## config.mk

```make
export PLATFORM = sky130hd
export DESIGN_NAME = pipe_hazard_ctrl_flat
export DESIGN_NICKNAME = d
export VERILOG_FILES = /design/src/rtl/pipe_hazard_ctrl_if.sv /design/src/rtl/pipe_hazard_ctrl.sv /design/src/flat_wrapper.sv
export SDC_FILE = /design/constraint.sdc
export NUM_CORES = 1
export LEC_CHECK = 0
export ABC_AREA = 1
export CORE_MARGIN = 10
export CORE_UTILIZATION = 35
export DETAILED_ROUTE_END_ITERATION = 10
export PLACE_DENSITY = 0.77
export SYNTH_ARGS = -nofsm -noshare
export SYNTH_HDL_FRONTEND = slang
export SYNTH_SLANG_ARGS = --single-unit
```

## constraint.sdc

```tcl
create_clock -name Clk -period 1.5 [get_ports Clk]
set_input_delay 0.3 -clock Clk [delete_from_list [all_inputs] [get_ports Clk]]
set_output_delay 0.3 -clock Clk [all_outputs]
set_load 0.05 [all_outputs]
```

## src/rtl/pipe_hazard_ctrl_if.sv

```systemverilog
// pipe_hazard_ctrl_if
// Bundles the hazard-detection inputs and pipeline control outputs of
// pipe_hazard_ctrl.
//   master : pipeline side, drives the ID/EX/MEM hazard fields and memory
//            handshake, receives register load/flush controls and status.
//   slave  : pipe_hazard_ctrl itself.
// Optional feature macro: PIPE_PERF_CNT_EN adds oStallCnt / oFlushCnt.
interface pipe_hazard_ctrl_if #(
    parameter int CNT_W = 32
);
    logic [4:0] iRs1_id;
    logic [4:0] iRs2_id;
    logic       iUseRs1_id;
    logic       iUseRs2_id;
    logic [4:0] iWa_ex;
    logic       iMemRead_ex;
    logic       iBranchTaken_ex;
    logic       iMemReq_mem;
    logic       iMemReady;

    logic       oPCLoad;
    logic       oIFIDLoad;
    logic       oIDEXLoad;
    logic       oEXMEMLoad;
    logic       oMEMWBLoad;
    logic       oIFIDFlush;
    logic       oIDEXFlush;
    logic [2:0] oState;
    logic       oMemErr;

`ifdef PIPE_PERF_CNT_EN
    logic [CNT_W-1:0] oStallCnt;
    logic [CNT_W-1:0] oFlushCnt;

    modport master (
        output iRs1_id, iRs2_id, iUseRs1_id, iUseRs2_id, iWa_ex,
               iMemRead_ex, iBranchTaken_ex, iMemReq_mem, iMemReady,
        input  oPCLoad, oIFIDLoad, oIDEXLoad, oEXMEMLoad, oMEMWBLoad,
               oIFIDFlush, oIDEXFlush, oState, oMemErr, oStallCnt, oFlushCnt
    );

    modport slave (
        input  iRs1_id, iRs2_id, iUseRs1_id, iUseRs2_id, iWa_ex,
               iMemRead_ex, iBranchTaken_ex, iMemReq_mem, iMemReady,
        output oPCLoad, oIFIDLoad, oIDEXLoad, oEXMEMLoad, oMEMWBLoad,
               oIFIDFlush, oIDEXFlush, oState, oMemErr, oStallCnt, oFlushCnt
    );
`else
    modport master (
        output iRs1_id, iRs2_id, iUseRs1_id, iUseRs2_id, iWa_ex,
               iMemRead_ex, iBranchTaken_ex, iMemReq_mem, iMemReady,
        input  oPCLoad, oIFIDLoad, oIDEXLoad, oEXMEMLoad, oMEMWBLoad,
               oIFIDFlush, oIDEXFlush, oState, oMemErr
    );

    modport slave (
        input  iRs1_id, iRs2_id, iUseRs1_id, iUseRs2_id, iWa_ex,
               iMemRead_ex, iBranchTaken_ex, iMemReq_mem, iMemReady,
        output oPCLoad, oIFIDLoad, oIDEXLoad, oEXMEMLoad, oMEMWBLoad,
               oIFIDFlush, oIDEXFlush, oState, oMemErr
    );
`endif
endinterface

```

## src/rtl/pipe_hazard_ctrl.sv

```systemverilog
// pipe_hazard_ctrl
// Central sequencer for the 5-stage pipeline: resolves data-memory wait,
// taken branch in EX and load-use hazard in ID (in that priority) into
// PC / pipeline-register load and bubble controls, and supervises the
// data-memory handshake with a sticky timeout error.
// Ports:
//   Clk    core clock, rising edge
//   Reset  synchronous, active-low
//   bus    pipe_hazard_ctrl_if.slave (hazard inputs, controls, status)
// Parameters:
//   WAIT_MAX  consecutive wait cycles tolerated before error (0 = never)
//   CNT_W     performance counter width
// Optional feature macro: PIPE_PERF_CNT_EN (stall/flush counters).
//
// state  | meaning
// ST_OK  | normal operation, cycle class from the hazard inputs
// ST_ERR | memory timeout seen, core frozen until Reset
module pipe_hazard_ctrl #(
    parameter int WAIT_MAX = 15,
    parameter int CNT_W    = 32
) (
    input logic               Clk,
    input logic               Reset,
    pipe_hazard_ctrl_if.slave bus
);
    localparam int WCNT_W = (WAIT_MAX < 1) ? 1 : $clog2(WAIT_MAX + 1);
    localparam logic [WCNT_W-1:0] WCNT_LAST =
        (WAIT_MAX == 0) ? '0 : WCNT_W'(WAIT_MAX - 1);

    typedef enum logic [2:0] {
        CLS_RUN   = 3'd0,
        CLS_STALL = 3'd1,
        CLS_FLUSH = 3'd2,
        CLS_WAIT  = 3'd3,
        CLS_ERR   = 3'd4
    } cls_e;

    typedef enum logic {
        ST_OK,
        ST_ERR
    } state_e;

    state_e            state_q, state_d;
    logic [WCNT_W-1:0] wcnt_q, wcnt_d;
    cls_e              cls;
    logic              luh;
    logic              mem_wait;

    always_ff @(posedge Clk) begin
        if (!Reset) begin
            state_q <= ST_OK;
            wcnt_q  <= '0;
        end else begin
            state_q <= state_d;
            wcnt_q  <= wcnt_d;
        end
    end

    always_comb begin
        state_d         = state_q;
        wcnt_d          = '0;
        cls             = CLS_RUN;
        bus.oPCLoad     = 1'b1;
        bus.oIFIDLoad   = 1'b1;
        bus.oIDEXLoad   = 1'b1;
        bus.oEXMEMLoad  = 1'b1;
        bus.oMEMWBLoad  = 1'b1;
        bus.oIFIDFlush  = 1'b0;
        bus.oIDEXFlush  = 1'b0;

        // x0 is never a real producer, so a load to x0 cannot create a hazard
        luh = bus.iMemRead_ex && (bus.iWa_ex != 5'd0) &&
              ((bus.iUseRs1_id && (bus.iRs1_id == bus.iWa_ex)) ||
               (bus.iUseRs2_id && (bus.iRs2_id == bus.iWa_ex)));
        mem_wait = bus.iMemReq_mem && !bus.iMemReady;

        if (state_q == ST_ERR)       cls = CLS_ERR;
        else if (mem_wait)           cls = CLS_WAIT;
        else if (bus.iBranchTaken_ex) cls = CLS_FLUSH;
        else if (luh)                cls = CLS_STALL;
        else                         cls = CLS_RUN;

        if (cls == CLS_WAIT && WAIT_MAX != 0) begin
            if (wcnt_q == WCNT_LAST) state_d = ST_ERR;
            else                     wcnt_d  = wcnt_q + 1'b1;
        end

        // While Reset is low the pipeline registers load their reset
        // values, so every load stays enabled and no class is reported.
        if (Reset) begin
            unique case (cls)
                CLS_ERR, CLS_WAIT: begin
                    bus.oPCLoad    = 1'b0;
                    bus.oIFIDLoad  = 1'b0;
                    bus.oIDEXLoad  = 1'b0;
                    bus.oEXMEMLoad = 1'b0;
                    bus.oMEMWBLoad = 1'b0;
                end
                CLS_FLUSH: begin
                    bus.oIFIDFlush = 1'b1;
                    bus.oIDEXFlush = 1'b1;
                end
                CLS_STALL: begin
                    bus.oPCLoad    = 1'b0;
                    bus.oIFIDLoad  = 1'b0;
                    bus.oIDEXFlush = 1'b1;
                end
                default: ;
            endcase
        end
    end

    assign bus.oState  = Reset ? cls : CLS_RUN;
    assign bus.oMemErr = Reset && (state_q == ST_ERR);

`ifdef PIPE_PERF_CNT_EN
    logic [CNT_W-1:0] stall_cnt_q;
    logic [CNT_W-1:0] flush_cnt_q;

    // ERR is its own class, so both counters naturally freeze there.
    always_ff @(posedge Clk) begin
        if (!Reset) begin
            stall_cnt_q <= '0;
            flush_cnt_q <= '0;
        end else begin
            if (cls == CLS_STALL || cls == CLS_WAIT) stall_cnt_q <= stall_cnt_q + 1'b1;
            if (cls == CLS_FLUSH)                    flush_cnt_q <= flush_cnt_q + 1'b1;
        end
    end

    assign bus.oStallCnt = stall_cnt_q;
    assign bus.oFlushCnt = flush_cnt_q;
`endif
endmodule

```

## src/flat_wrapper.sv

```systemverilog
// flat-port wrapper written by rule: the top's interface ports become plain ports
module pipe_hazard_ctrl_flat 
#(
    parameter int WAIT_MAX = 15,
    parameter int CNT_W    = 32
)
  (Clk, Reset, bus_iRs1_id, bus_iRs2_id, bus_iUseRs1_id, bus_iUseRs2_id, bus_iWa_ex, bus_iMemRead_ex, bus_iBranchTaken_ex, bus_iMemReq_mem, bus_iMemReady, bus_oPCLoad, bus_oIFIDLoad, bus_oIDEXLoad, bus_oEXMEMLoad, bus_oMEMWBLoad, bus_oIFIDFlush, bus_oIDEXFlush, bus_oState, bus_oMemErr);
  pipe_hazard_ctrl_if #(.CNT_W(CNT_W)) bus_i ();
  input logic Clk;
  input logic Reset;
  input wire logic [$bits(bus_i.iRs1_id)-1:0] bus_iRs1_id;
  input wire logic [$bits(bus_i.iRs2_id)-1:0] bus_iRs2_id;
  input wire logic [$bits(bus_i.iUseRs1_id)-1:0] bus_iUseRs1_id;
  input wire logic [$bits(bus_i.iUseRs2_id)-1:0] bus_iUseRs2_id;
  input wire logic [$bits(bus_i.iWa_ex)-1:0] bus_iWa_ex;
  input wire logic [$bits(bus_i.iMemRead_ex)-1:0] bus_iMemRead_ex;
  input wire logic [$bits(bus_i.iBranchTaken_ex)-1:0] bus_iBranchTaken_ex;
  input wire logic [$bits(bus_i.iMemReq_mem)-1:0] bus_iMemReq_mem;
  input wire logic [$bits(bus_i.iMemReady)-1:0] bus_iMemReady;
  output wire logic [$bits(bus_i.oPCLoad)-1:0] bus_oPCLoad;
  output wire logic [$bits(bus_i.oIFIDLoad)-1:0] bus_oIFIDLoad;
  output wire logic [$bits(bus_i.oIDEXLoad)-1:0] bus_oIDEXLoad;
  output wire logic [$bits(bus_i.oEXMEMLoad)-1:0] bus_oEXMEMLoad;
  output wire logic [$bits(bus_i.oMEMWBLoad)-1:0] bus_oMEMWBLoad;
  output wire logic [$bits(bus_i.oIFIDFlush)-1:0] bus_oIFIDFlush;
  output wire logic [$bits(bus_i.oIDEXFlush)-1:0] bus_oIDEXFlush;
  output wire logic [$bits(bus_i.oState)-1:0] bus_oState;
  output wire logic [$bits(bus_i.oMemErr)-1:0] bus_oMemErr;
  assign bus_i.iRs1_id = bus_iRs1_id;
  assign bus_i.iRs2_id = bus_iRs2_id;
  assign bus_i.iUseRs1_id = bus_iUseRs1_id;
  assign bus_i.iUseRs2_id = bus_iUseRs2_id;
  assign bus_i.iWa_ex = bus_iWa_ex;
  assign bus_i.iMemRead_ex = bus_iMemRead_ex;
  assign bus_i.iBranchTaken_ex = bus_iBranchTaken_ex;
  assign bus_i.iMemReq_mem = bus_iMemReq_mem;
  assign bus_i.iMemReady = bus_iMemReady;
  assign bus_oPCLoad = bus_i.oPCLoad;
  assign bus_oIFIDLoad = bus_i.oIFIDLoad;
  assign bus_oIDEXLoad = bus_i.oIDEXLoad;
  assign bus_oEXMEMLoad = bus_i.oEXMEMLoad;
  assign bus_oMEMWBLoad = bus_i.oMEMWBLoad;
  assign bus_oIFIDFlush = bus_i.oIFIDFlush;
  assign bus_oIDEXFlush = bus_i.oIDEXFlush;
  assign bus_oState = bus_i.oState;
  assign bus_oMemErr = bus_i.oMemErr;
  pipe_hazard_ctrl #(.WAIT_MAX(WAIT_MAX), .CNT_W(CNT_W)) u_core (.Clk(Clk), .Reset(Reset), .bus(bus_i));
endmodule
```

==> impl_metrics.env <==
export IMPL_status="finished, violations left"
export IMPL_violations="negative setup slack"
export IMPL_routabilityCongestion=0.782
export IMPL_syn_cell_area_um2=536
export IMPL_slew_headroom=0.857
export IMPL_post_dp_cell_area_um2=1050
export IMPL_drive_gt1_frac=0.562
export IMPL_cp_endpoint="bus_oPCLoad"
export IMPL_cts_tree="done"
export IMPL_ys_seq_area_frac=0.187
export IMPL_rsz0062_at_grt="true"
export IMPL_critPathBufInv=3
export IMPL_worst_slew_pin_slew_ns=0.214
export IMPL_period_share=1.07
export IMPL_cp_startpoint="bus_iRs2_id[0]"
export IMPL_drc=0
export IMPL_skew_ns=0.00540
export IMPL_crit_top_cell="nand2_2"
export IMPL_grt_start_max_net_pins=6
export IMPL_nets=163
export IMPL_dr_pass1_iters=4
export IMPL_cts_buffers=3
export IMPL_start_util=0.364
export IMPL_cts_reportedPaths_clkPinSlew_ns=0.04
export IMPL_routed_top_layer="met4"
export IMPL_path_cells="buf_4 -> inv_8 -> nand2_2 -> nand2_2 -> nor2_2 -> nand3_1 -> nand2_1 -> nand2_2 -> nand2_4 -> o21ai_4 -> buf_12"
export IMPL_cap_viol_max_count=0
export IMPL_hp_class="flop to flop"
export IMPL_p_seq_frac=0.239
export IMPL_row_count=14
export IMPL_endpoint_kind="output pin"
export IMPL_core_um2=1470
export IMPL_port_buffers=33
export IMPL_antenna_found_initial=0
export IMPL_dr_wl_met2_um=1210
export IMPL_yosysWarnings=0
export IMPL_worst_slack_ns=-0.107
export IMPL_yosysTopAreaCell="nand2_1"
export IMPL_cp_max_fo=2
export IMPL_r2r_start="u_core.wcnt_q[0]"
export IMPL_grt_pass1_wl_um=3080
export IMPL_wl_met3_um=85
export IMPL_cp_depth=11
export IMPL_final_area_um2=1120
export IMPL_die_x_um=59.1
export IMPL_slew_violations=0
export IMPL_fmax_mhz=622
export IMPL_wl_um=2030
export IMPL_setup_viol=4
export IMPL_synth_cell_types=20
export IMPL_htree_levels=1
export IMPL_cts_root_buf="clkbuf_4"
export IMPL_crit_arrival_ns=1.31
export IMPL_final_cell_mix="19 x nand2_1, 13 x nand2_2, 11 x inv_2, 11 x nor2_1, 9 x buf_12"
export IMPL_avgSynthCellArea_um2=5.41
export IMPL_post_cts_buffers=0
export IMPL_switchingPower_uw=200
export IMPL_via_per_inst=4.58
export IMPL_area_delta_synth_final_pct=109
export IMPL_cp_required_ns=1.20
export IMPL_max_stage_delay_ns=0.21
export IMPL_internal_power_uw=362
export IMPL_grt_pass1_vias=744
export IMPL_hold_viol=0
export IMPL_pwr_share_clk=0.276
export IMPL_drtAntennaViolNets=0
export IMPL_synthesis_nets=124
export IMPL_sw_frac_of_total=0.357
export IMPL_clock_sinks=5
export IMPL_cp_start_kind="input port"
export IMPL_reg2reg_depth=5
export IMPL_drt_iter0_drc=17
export IMPL_layoutNonFillerInstCount=153
export IMPL_cts_buffer_depth=2
export IMPL_ir_drop_uv=495
export IMPL_placed_cells=151
export IMPL_wl_per_cell_um=13.3
export IMPL_final_common_cell="nand2_1"
export IMPL_power_frac_comb=0.485
export IMPL_vias=701
export IMPL_r2r_end="u_core.wcnt_q[3]"
export IMPL_p_per_area_nw_per_um2=501
export IMPL_synth_top_area_frac=0.231
export IMPL_gr_total_overflow=0
export IMPL_dieArea_um2=3490
export IMPL_fin_crit_ns=1.61
export IMPL_ys_ff_latch=5
export IMPL_clkLatencyLatePin_ns=0.24
export IMPL_m1WireLength_um=712
export IMPL_critPathKind="input port to output pin"
export IMPL_num_io_pins=34
export IMPL_slowest_stage="o21ai_4"
export IMPL_crit_family="simple AND/OR/NAND/NOR gates"
export IMPL_hpwl_um=1530
export IMPL_leakagePower_nw=0.593
export IMPL_n_antenna_cell=0
export IMPL_track_usage=0.111
export IMPL_ys_top_cells_by_area="nand2_1 23%, dfxtp_1 19%, inv_1 13%"
export IMPL_netlist_instances=99
export IMPL_dieHeight_um=59.1
export IMPL_r2r_slack_ns=0.40
==> routing by layer <==
layer  vias to the layer above  global-route usage
met3                         4              0.0279
met4                         0              0.0590
met2                        18               0.209
met5                         -                   0
li1                        366                   -
met1                       313               0.107
==> synthesized netlist by cell type <==
master     n
buf_4      4
inv_1     18
o21ai_0    1
nand3_1    7
nor2_2     2
xor2_1     1
nand3_2    1
dfxtp_1    5
a21boi_1   1
nor3_1     1
nor3b_1    1
xnor2_1    1
o21ai_1    1
ha_1       2
nand4_1    1
inv_2      4
nand2_1   33
a21oi_1    1
nor2_1    12
nand2_2    2
==> what timing repair did <==
item                       4_1_cts  5_1_grt
setup endpoints to repair       11        8
gates resized for setup         77       47
hold buffers                     0        0
pin swaps                       22       24
==> state kept, by name, indices dropped and copies added, names as in the netlist <==
register and count:
u_core.wcnt_q 4, u_core.state_q 1
==> kinds of logic after synthesis <==
| kind of cell | Yosys count | share of synthesized area |
|---|---|---|
| buf+inv | 26 | 0.210 |
| simple gates | 60 | 0.481 |
| xor+xnor | 2 | 0.0327 |
| compound gates | 4 | 0.0420 |
| fa+ha+maj | 2 | 0.0467 |
| flops | 5 | 0.187 |
==> per-stage QoR <==
step / setup WS (ns) / power (mW) / hold slack [ns] / utilization / TNS [ns]
3_5_place_dp: -0.599 / 0.394 / 0.449 / 0.712 / -3.53
4_1_cts: -0.161 / 0.549 / 0.458 / 0.740 / -0.714
5_1_grt: -0.171 / 0.595 / 0.475 / 0.762 / -0.602
3_3_place_gp: -0.575 / 0.389 / 0.443 / 0.712 / -3.38
6_report: -0.107 / 0.562 / 0.464 / 0.762 / -0.279
2_1_floorplan: -0.120 / 0.257 / 0.430 / - / -0.246
==> layout make-up <==
class | instances | area (um^2)
Multi-Input combinational cell | 68 | 437
Timing Repair Buffer | 38 | 419
Fill cell | 108 | 350
Inverter | 22 | 115
Sequential cell | 5 | 104
Clock buffer | 4 | 26.3
Tap cell | 16 | 20.0
==> worst reg2reg max path: stages, from the launching register on <==
cell     delay, ns
dfxtp_1       0.37
inv_1         0.07
ha_1          0.21
nand3_1       0.11
nand3_1       0.15
nor2_1        0.13
==> power groups by stage <==
stage / clock network [mW] / registers [mW] / logic, mW
2_1_floorplan: 0 / 0.138 / 0.119
3_3_place_gp: 0 / 0.138 / 0.251
6_report: 0.155 / 0.134 / 0.272
4_1_cts: 0.161 / 0.136 / 0.252
5_1_grt: 0.171 / 0.134 / 0.290
3_5_place_dp: 0 / 0.139 / 0.256
==> worst min path at each step <==
stage / startpoint / end / slack (ns) / cells after the start
2_1_floorplan: u_core.wcnt_q[0] / u_core.wcnt_q[0] / 0.43 / 1
3_3_place_gp: u_core.wcnt_q[0] / u_core.wcnt_q[0] / 0.44 / 1
3_5_place_dp: u_core.wcnt_q[0] / u_core.wcnt_q[0] / 0.45 / 1
4_1_cts: u_core.wcnt_q[0] / u_core.wcnt_q[0] / 0.46 / 1
5_1_grt: u_core.wcnt_q[0] / u_core.wcnt_q[0] / 0.48 / 1
6_report: u_core.wcnt_q[0] / u_core.wcnt_q[0] / 0.46 / 1
Power figures use the tool's default switching activity.
